### src/rtl/jtag_probe_master.sv
// Host-side JTAG master: turns reset / IR-scan / DR-scan commands into TCK/TMS/TDI/TRST
// sequences and collects TDO. The TAP is always left in Run-Test/Idle between commands.
module jtag_probe_master #(
  parameter int CLK_DIV = 2,
  parameter int DATA_W  = 32,
  parameter int LEN_W   = $clog2(DATA_W)
) (
  input  logic              CLK,
  input  logic              RST,
  input  logic              cmd_valid,
  output logic              cmd_ready,
  input  logic [1:0]        cmd_type,
  input  logic [LEN_W-1:0]  cmd_len,
  input  logic [DATA_W-1:0] cmd_data,
  output logic              rsp_valid,
  output logic [DATA_W-1:0] rsp_data,
  output logic              TCK,
  output logic              TMS,
  output logic              TDI,
  input  logic              TDO,
  output logic              TRST
);
  localparam int IDX_W = (LEN_W > 3) ? LEN_W : 3;
  localparam int CNT_W = $clog2(CLK_DIV + 1);
  localparam logic [CNT_W-1:0] CNT_LAST = CNT_W'(CLK_DIV - 1);
  localparam logic [1:0] T_RESET = 2'd0;
  localparam logic [1:0] T_IR    = 2'd1;
  localparam logic [1:0] T_DR    = 2'd2;

  typedef enum logic [2:0] {IDLE, RST_SEQ, PRE, SHIFT, POST, RESP} state_t;

  state_t              state_q, state_d;
  logic [IDX_W-1:0]    idx_q, idx_d, last_idx;
  logic [CNT_W-1:0]    cnt_q, cnt_d;
  logic                tck_q, tck_d, tms_q, tms_d, tdi_q, tdi_d, trst_q, trst_d;
  logic                start_q, start_d, synced_q, synced_d;
  logic [1:0]          type_q, type_d;
  logic [LEN_W-1:0]    len_q, len_d;
  logic [DATA_W-1:0]   data_q, data_d, rsp_q, rsp_d;
  logic                load;

  assign cmd_ready = (state_q == IDLE) && RST;
  assign rsp_valid = (state_q == RESP);
  assign rsp_data  = rsp_q;
  assign TCK       = tck_q;
  assign TMS       = tms_q;
  assign TDI       = tdi_q;
  assign TRST      = trst_q && RST;

  always_comb begin
    last_idx = '0;
    case (state_q)
      RST_SEQ: last_idx = IDX_W'(5);
      PRE:     last_idx = (type_q == T_IR) ? IDX_W'(3) : IDX_W'(2);
      SHIFT:   last_idx = IDX_W'(len_q);
      POST:    last_idx = IDX_W'(1);
      default: last_idx = '0;
    endcase
  end

  always_comb begin
    state_d  = state_q;
    idx_d    = idx_q;
    cnt_d    = cnt_q;
    tck_d    = tck_q;
    tms_d    = tms_q;
    tdi_d    = tdi_q;
    trst_d   = trst_q;
    start_d  = start_q;
    synced_d = synced_q;
    type_d   = type_q;
    len_d    = len_q;
    data_d   = data_q;
    rsp_d    = rsp_q;
    load     = 1'b0;
    case (state_q)
      IDLE: begin
        if (cmd_valid && cmd_ready) begin
          type_d = cmd_type;
          len_d  = cmd_len;
          data_d = cmd_data;
          rsp_d  = '0;
          idx_d  = '0;
          cnt_d  = '0;
          if (cmd_type == T_RESET) begin
            state_d = RST_SEQ;
            start_d = 1'b1;
          end else if (cmd_type == T_IR || cmd_type == T_DR) begin
            state_d = synced_q ? PRE : RST_SEQ;
            start_d = 1'b1;
          end else begin
            state_d = RESP;
          end
        end
      end
      RESP: state_d = IDLE;
      default: begin
        if (start_q) begin
          // one setup cycle so the first period gets a full low phase with TMS settled
          start_d = 1'b0;
          load    = 1'b1;
        end else if (!tck_q) begin
          if (cnt_q == CNT_LAST) begin
            tck_d = 1'b1;
            cnt_d = '0;
            if (state_q == SHIFT) rsp_d[idx_q[LEN_W-1:0]] = TDO;
          end else begin
            cnt_d = cnt_q + CNT_W'(1);
          end
        end else if (cnt_q == CNT_LAST) begin
          tck_d = 1'b0;
          cnt_d = '0;
          if (idx_q == last_idx) begin
            idx_d = '0;
            case (state_q)
              RST_SEQ: begin
                synced_d = 1'b1;
                state_d  = (type_q == T_RESET) ? RESP : PRE;
              end
              PRE:     state_d = SHIFT;
              SHIFT:   state_d = POST;
              default: state_d = RESP;
            endcase
          end else begin
            idx_d = idx_q + IDX_W'(1);
          end
          load = (state_d != RESP);
        end else begin
          cnt_d = cnt_q + CNT_W'(1);
        end
      end
    endcase

    // TMS/TDI/TRST for the period that starts on this edge
    if (load) begin
      case (state_d)
        RST_SEQ: tms_d = (idx_d != IDX_W'(5));
        PRE:     tms_d = (type_q == T_IR) ? (idx_d < IDX_W'(2)) : (idx_d == '0);
        SHIFT:   tms_d = (idx_d == IDX_W'(len_q));
        POST:    tms_d = (idx_d == '0);
        default: tms_d = tms_q;
      endcase
      tdi_d  = (state_d == SHIFT) ? data_q[idx_d[LEN_W-1:0]] : 1'b0;
      trst_d = !((state_d == RST_SEQ) && (idx_d == '0));
    end
  end

  always_ff @(posedge CLK) begin
    if (!RST) begin
      state_q  <= IDLE;
      idx_q    <= '0;
      cnt_q    <= '0;
      tck_q    <= 1'b0;
      tms_q    <= 1'b1;
      tdi_q    <= 1'b0;
      trst_q   <= 1'b1;
      start_q  <= 1'b0;
      synced_q <= 1'b0;
      type_q   <= '0;
      len_q    <= '0;
      data_q   <= '0;
      rsp_q    <= '0;
    end else begin
      state_q  <= state_d;
      idx_q    <= idx_d;
      cnt_q    <= cnt_d;
      tck_q    <= tck_d;
      tms_q    <= tms_d;
      tdi_q    <= tdi_d;
      trst_q   <= trst_d;
      start_q  <= start_d;
      synced_q <= synced_d;
      type_q   <= type_d;
      len_q    <= len_d;
      data_q   <= data_d;
      rsp_q    <= rsp_d;
    end
  end
endmodule

### config.mk
export PLATFORM = sky130hd
export DESIGN_NAME = jtag_probe_master
export DESIGN_NICKNAME = d
export VERILOG_FILES = /design/src/rtl/jtag_probe_master.sv
export SDC_FILE = /design/constraint.sdc
export NUM_CORES = 1
export LEC_CHECK = 0
export ABC_CLOCK_PERIOD_IN_PS = 2800
export CAP_MARGIN = 25
export CELL_PAD_IN_SITES_DETAIL_PLACEMENT = 1
export CELL_PAD_IN_SITES_GLOBAL_PLACEMENT = 1
export CORE_MARGIN = 5
export CORE_UTILIZATION = 36
export DETAILED_ROUTE_END_ITERATION = 16
export PLACE_DENSITY = 0.88
export SETUP_SLACK_MARGIN = 0.5
export SLEW_MARGIN = 25
export SYNTH_ARGS = -nofsm -noshare
export SYNTH_HDL_FRONTEND = slang
export SYNTH_SLANG_ARGS = --single-unit
### constraint.sdc
create_clock -name CLK -period 2.8 [get_ports CLK]
set_input_delay 0.56 -clock CLK [delete_from_list [all_inputs] [get_ports CLK]]
set_output_delay 0.56 -clock CLK [all_outputs]
set_load 0.01 [all_outputs]
==> flow_summary.yaml, run 1 <==
logic_synthesis:
  synth_edf_count: 0
  ys_seq_area_frac: 0.3446
  syn_nets: 701
  synth_flop_cell: "dfxtp_1"
  syn_avg_cell_area_sq_um: 7.763
  synth.distinct_cells: 87
  ys_warn_count: 0
  ys_ff_latch: 87
  syn_inst: 651
  async_reset_ff_frac: 0
  syn_area_sq_mm: 0.005054
cells_and_area:
  instances_no_fill: 982
  nets: 848
  postLayoutCoreUtil: 0.5201
  drive_above_1_share: 0.2269
  diodes: 0
  area_growth_syn_to_layout_pct: 42.31
sta:
  slew_viol_final: 0
  skew_ps: 8.754
  period_needed_ps: 2898
  hold_violations: 0
  worst_pin_slew_ps: 1020
  worst_slack_ps: -97.60
  setup-tns-final_ps: -142.4
  fin_crit_sh: 1.035
  hold_slack_ps: 459.6
  rsz0062_at_grt: "yes"
  setup_viol: 2
  slew_headroom: 0.3188
  max_freq_mhz: 345.1
floorplanning:
  core_area_sq_mm: 0.01383
  dieArea_sq_mm: 0.01651
  initial_core_util: 0.3655
  die_x_um: 128.5
  ios: 81
  die_h_um: 128.5
  num_rows: 43
global_route:
  grt_max_degree: 64
  grt_pass1_vias: 6115
  track_usage: 0.2415
  antenna_found_initial: 0
  grt_pass1_wl_um: 31650
  gr-total-overflow: 0
worst_setup_path:
  cp_top_family: "compound AO/OA/AOI/OAI gates"
  path_buf_inv: 2
  cp-end-kind: "flip-flop"
  startpoint_type: "flip-flop"
  crit_top_cell: "buf_4"
  cp_data_required_time_ps: 3070
  crit_chain: "nand4b_1 > xor2_2 > o2111a_2 > buf_4 > a31oi_1 > buf_4 > o22a_1 > nor3_1 > a41o_1 > a221oi_2 > o31ai_2"
  worstSetupPathType: "flip-flop to flip-flop"
  cp_max_fo: 8
  cp_slowest_cell: "dfxtp_4"
  cp_slowest_stage_delay_ps: 390
  arrival_ps: 3170
clocking:
  path_clk_slew_ps: 70
  cts_buffer_depth: 2
  cts_tree: "done"
  cts.sinks: 87
  insertion_delay_ps: 350
  numCtsBuffers: 9
  root_buffer: "clkbuf_16"
  cts_max_level: 3
detailed_routing:
  remaining_drc_errors: 0
  drt_iter0_drc: 371
  dr.pass1.iters: 5
  ant_nets: 0
  routed_via_density: 5.800
  num_vias: 5696
  routed_wl_um: 20130
  wl_per_cell_um: 20.50
run_status:
  status: "complete, but fails checks"
  violations: "setup timing"
place:
  hpwl_um: 14540
  dp_cells: 957
  place_ws_ps: -259.5
  gp_congestion: 0.9701
  io_buffers: 80
power_and_ir_drop:
  p_leak_nw: 2.768
  vdd_ir_drop_max_uv: 336.0
  p_per_area_mw_per_mm2: 469.3
worst_hold_path:
  hold_path.class: "flip-flop to flip-flop"
run:
  drv_cap: 0
==> state kept, by name (all words and copies together), names as in the netlist, 2 cells and up <==
name      cells
data_q       32
cnt_q         2
len_q         5
type_q        2
state_q       3
idx_q         5
rsp_data     32
==> cells in the final DEF (no fill, tap or decap), types with 5 or more instances in the layout <==
cell	instances
a31oi_1	7
and3_1	5
o21ai_1	5
a21oi_1	76
ha_1	7
nand4_1	5
nor3_1	10
buf_4	103
o21ai_0	51
clkbuf_16	9
nand2_1	111
mux2i_1	13
o311ai_1	6
nor2_1	21
nand3_1	32
nor2b_1	5
inv_1	19
o31ai_1	11
dfxtp_1	84
clkdlybuf4s50_1	76
==> final timing paths <==
kind	from	to	slack [ps]	cells after the start
min reg2reg	data_q[23]$_SDFFE_PN0P_	data_q[23]$_SDFFE_PN0P_	460	2
max	state_q[2]$_SDFF_PN0_	TMS$_SDFFE_PN1P_	-100	11
min	data_q[23]$_SDFFE_PN0P_	data_q[23]$_SDFFE_PN0P_	460	2
max reg2reg	state_q[2]$_SDFF_PN0_	TMS$_SDFFE_PN1P_	-100	11
==> power breakdown <==
part	total [W]	internal (W)	switching (W)
sequential	0.00135	0.00130	0.0000482
clock	0.00119	0.000684	0.000506
combinational	0.000837	0.000391	0.000446
total	0.00338	0.00238	0.00100
==> logic make-up (layout without fill, tap and decap cells) <==
logic type,Yosys count,after routing,synth area share
multiplexers,15,15,0.03020
AO/OA/AOI/OAI,220,220,0.2827
buffers and inverters,74,225,0.06437
AND/OR/NAND/NOR,240,240,0.2402
XOR/XNOR,8,8,0.02055
flip-flops,87,87,0.3446
adder cells (fa/ha/maj),7,7,0.01733
==> cells in the mapped netlist (6+ instances only) <==
cell type  instances  share of area
a21oi_1           79          0.078
a31oi_1            7         0.0087
and2_1             8         0.0099
and3_1             6         0.0074
buf_1              6         0.0045
buf_2              7         0.0069
clkbuf_1          33          0.025
dfxtp_1           87           0.34
ha_1               7          0.017
inv_1             19          0.014
mux2i_1           13          0.026
nand2_1          113          0.084
nand3_1           32          0.032
nor2_1            24          0.018
nor2b_1            6         0.0074
nor3_1            10         0.0099
o21ai_0           52          0.051
o21ai_1            7         0.0069
o311ai_0           7          0.012
o31ai_1           11          0.016
==> timing repair <==
| item | CTS | global route |
|---|---|---|
| pin swaps | 11 | 6 |
| gates cloned | 0 | 0 |
| hold buffers | 0 | 0 |
| endpoints found under the setup margin | 45 | 46 |
| setup buffers | 6 | 4 |
| gates resized for setup | 43 | 16 |
==> metrics by stage <==
| stage | power, W | instance area [sq um] |
|---|---|---|
| 2_1_floorplan | 0.001767 | 5091 |
| 3_5_place_dp | 0.002106 | 6625 |
| 4_1_cts | 0.003353 | 7067 |
| 3_3_place_gp | 0.002070 | 6625 |
| 6_report | 0.003375 | 7192 |
| 5_1_grt | 0.003521 | 7192 |
==> worst reg2reg max path: stages (launching register included) <==
cell and delay [ps]:
dfxtp_4 390, nand4b_1 340, xor2_2 300, o2111a_2 270, buf_4 140, a31oi_1 120, buf_4 180, o22a_1 230
nor3_1 380, a41o_1 250, a221oi_2 70, o31ai_2 170
==> layout make-up <==
type                    count  area [sq um]
fillers                  1662          6635
well taps                 180         225.2
repair buffers            189          1654
clock buffers              11         232.7
multi-input cells         490          3203
clock inverters             4         47.55
flip-flops and latches     87          1750
inverters                  21         78.83
==> layer usage <==
layer / track usage / up-vias / wire (um)
met5: 0 / - / 0
met4: 0.1005 / 0 / 734
met3: 0.05355 / 62 / 1019
met2: 0.4278 / 170 / 10300
met1: 0.2804 / 2813 / 8072
li1: - / 2651 / -
Note: power is estimated with default switching activity, not from simulation.
==> run 2, diff against run 1 <==
Settings changed: CAP_MARGIN 25 to unset.
==> results of run 2 <==
The final DEF is identical to that of run 1; final timing and power are the same.
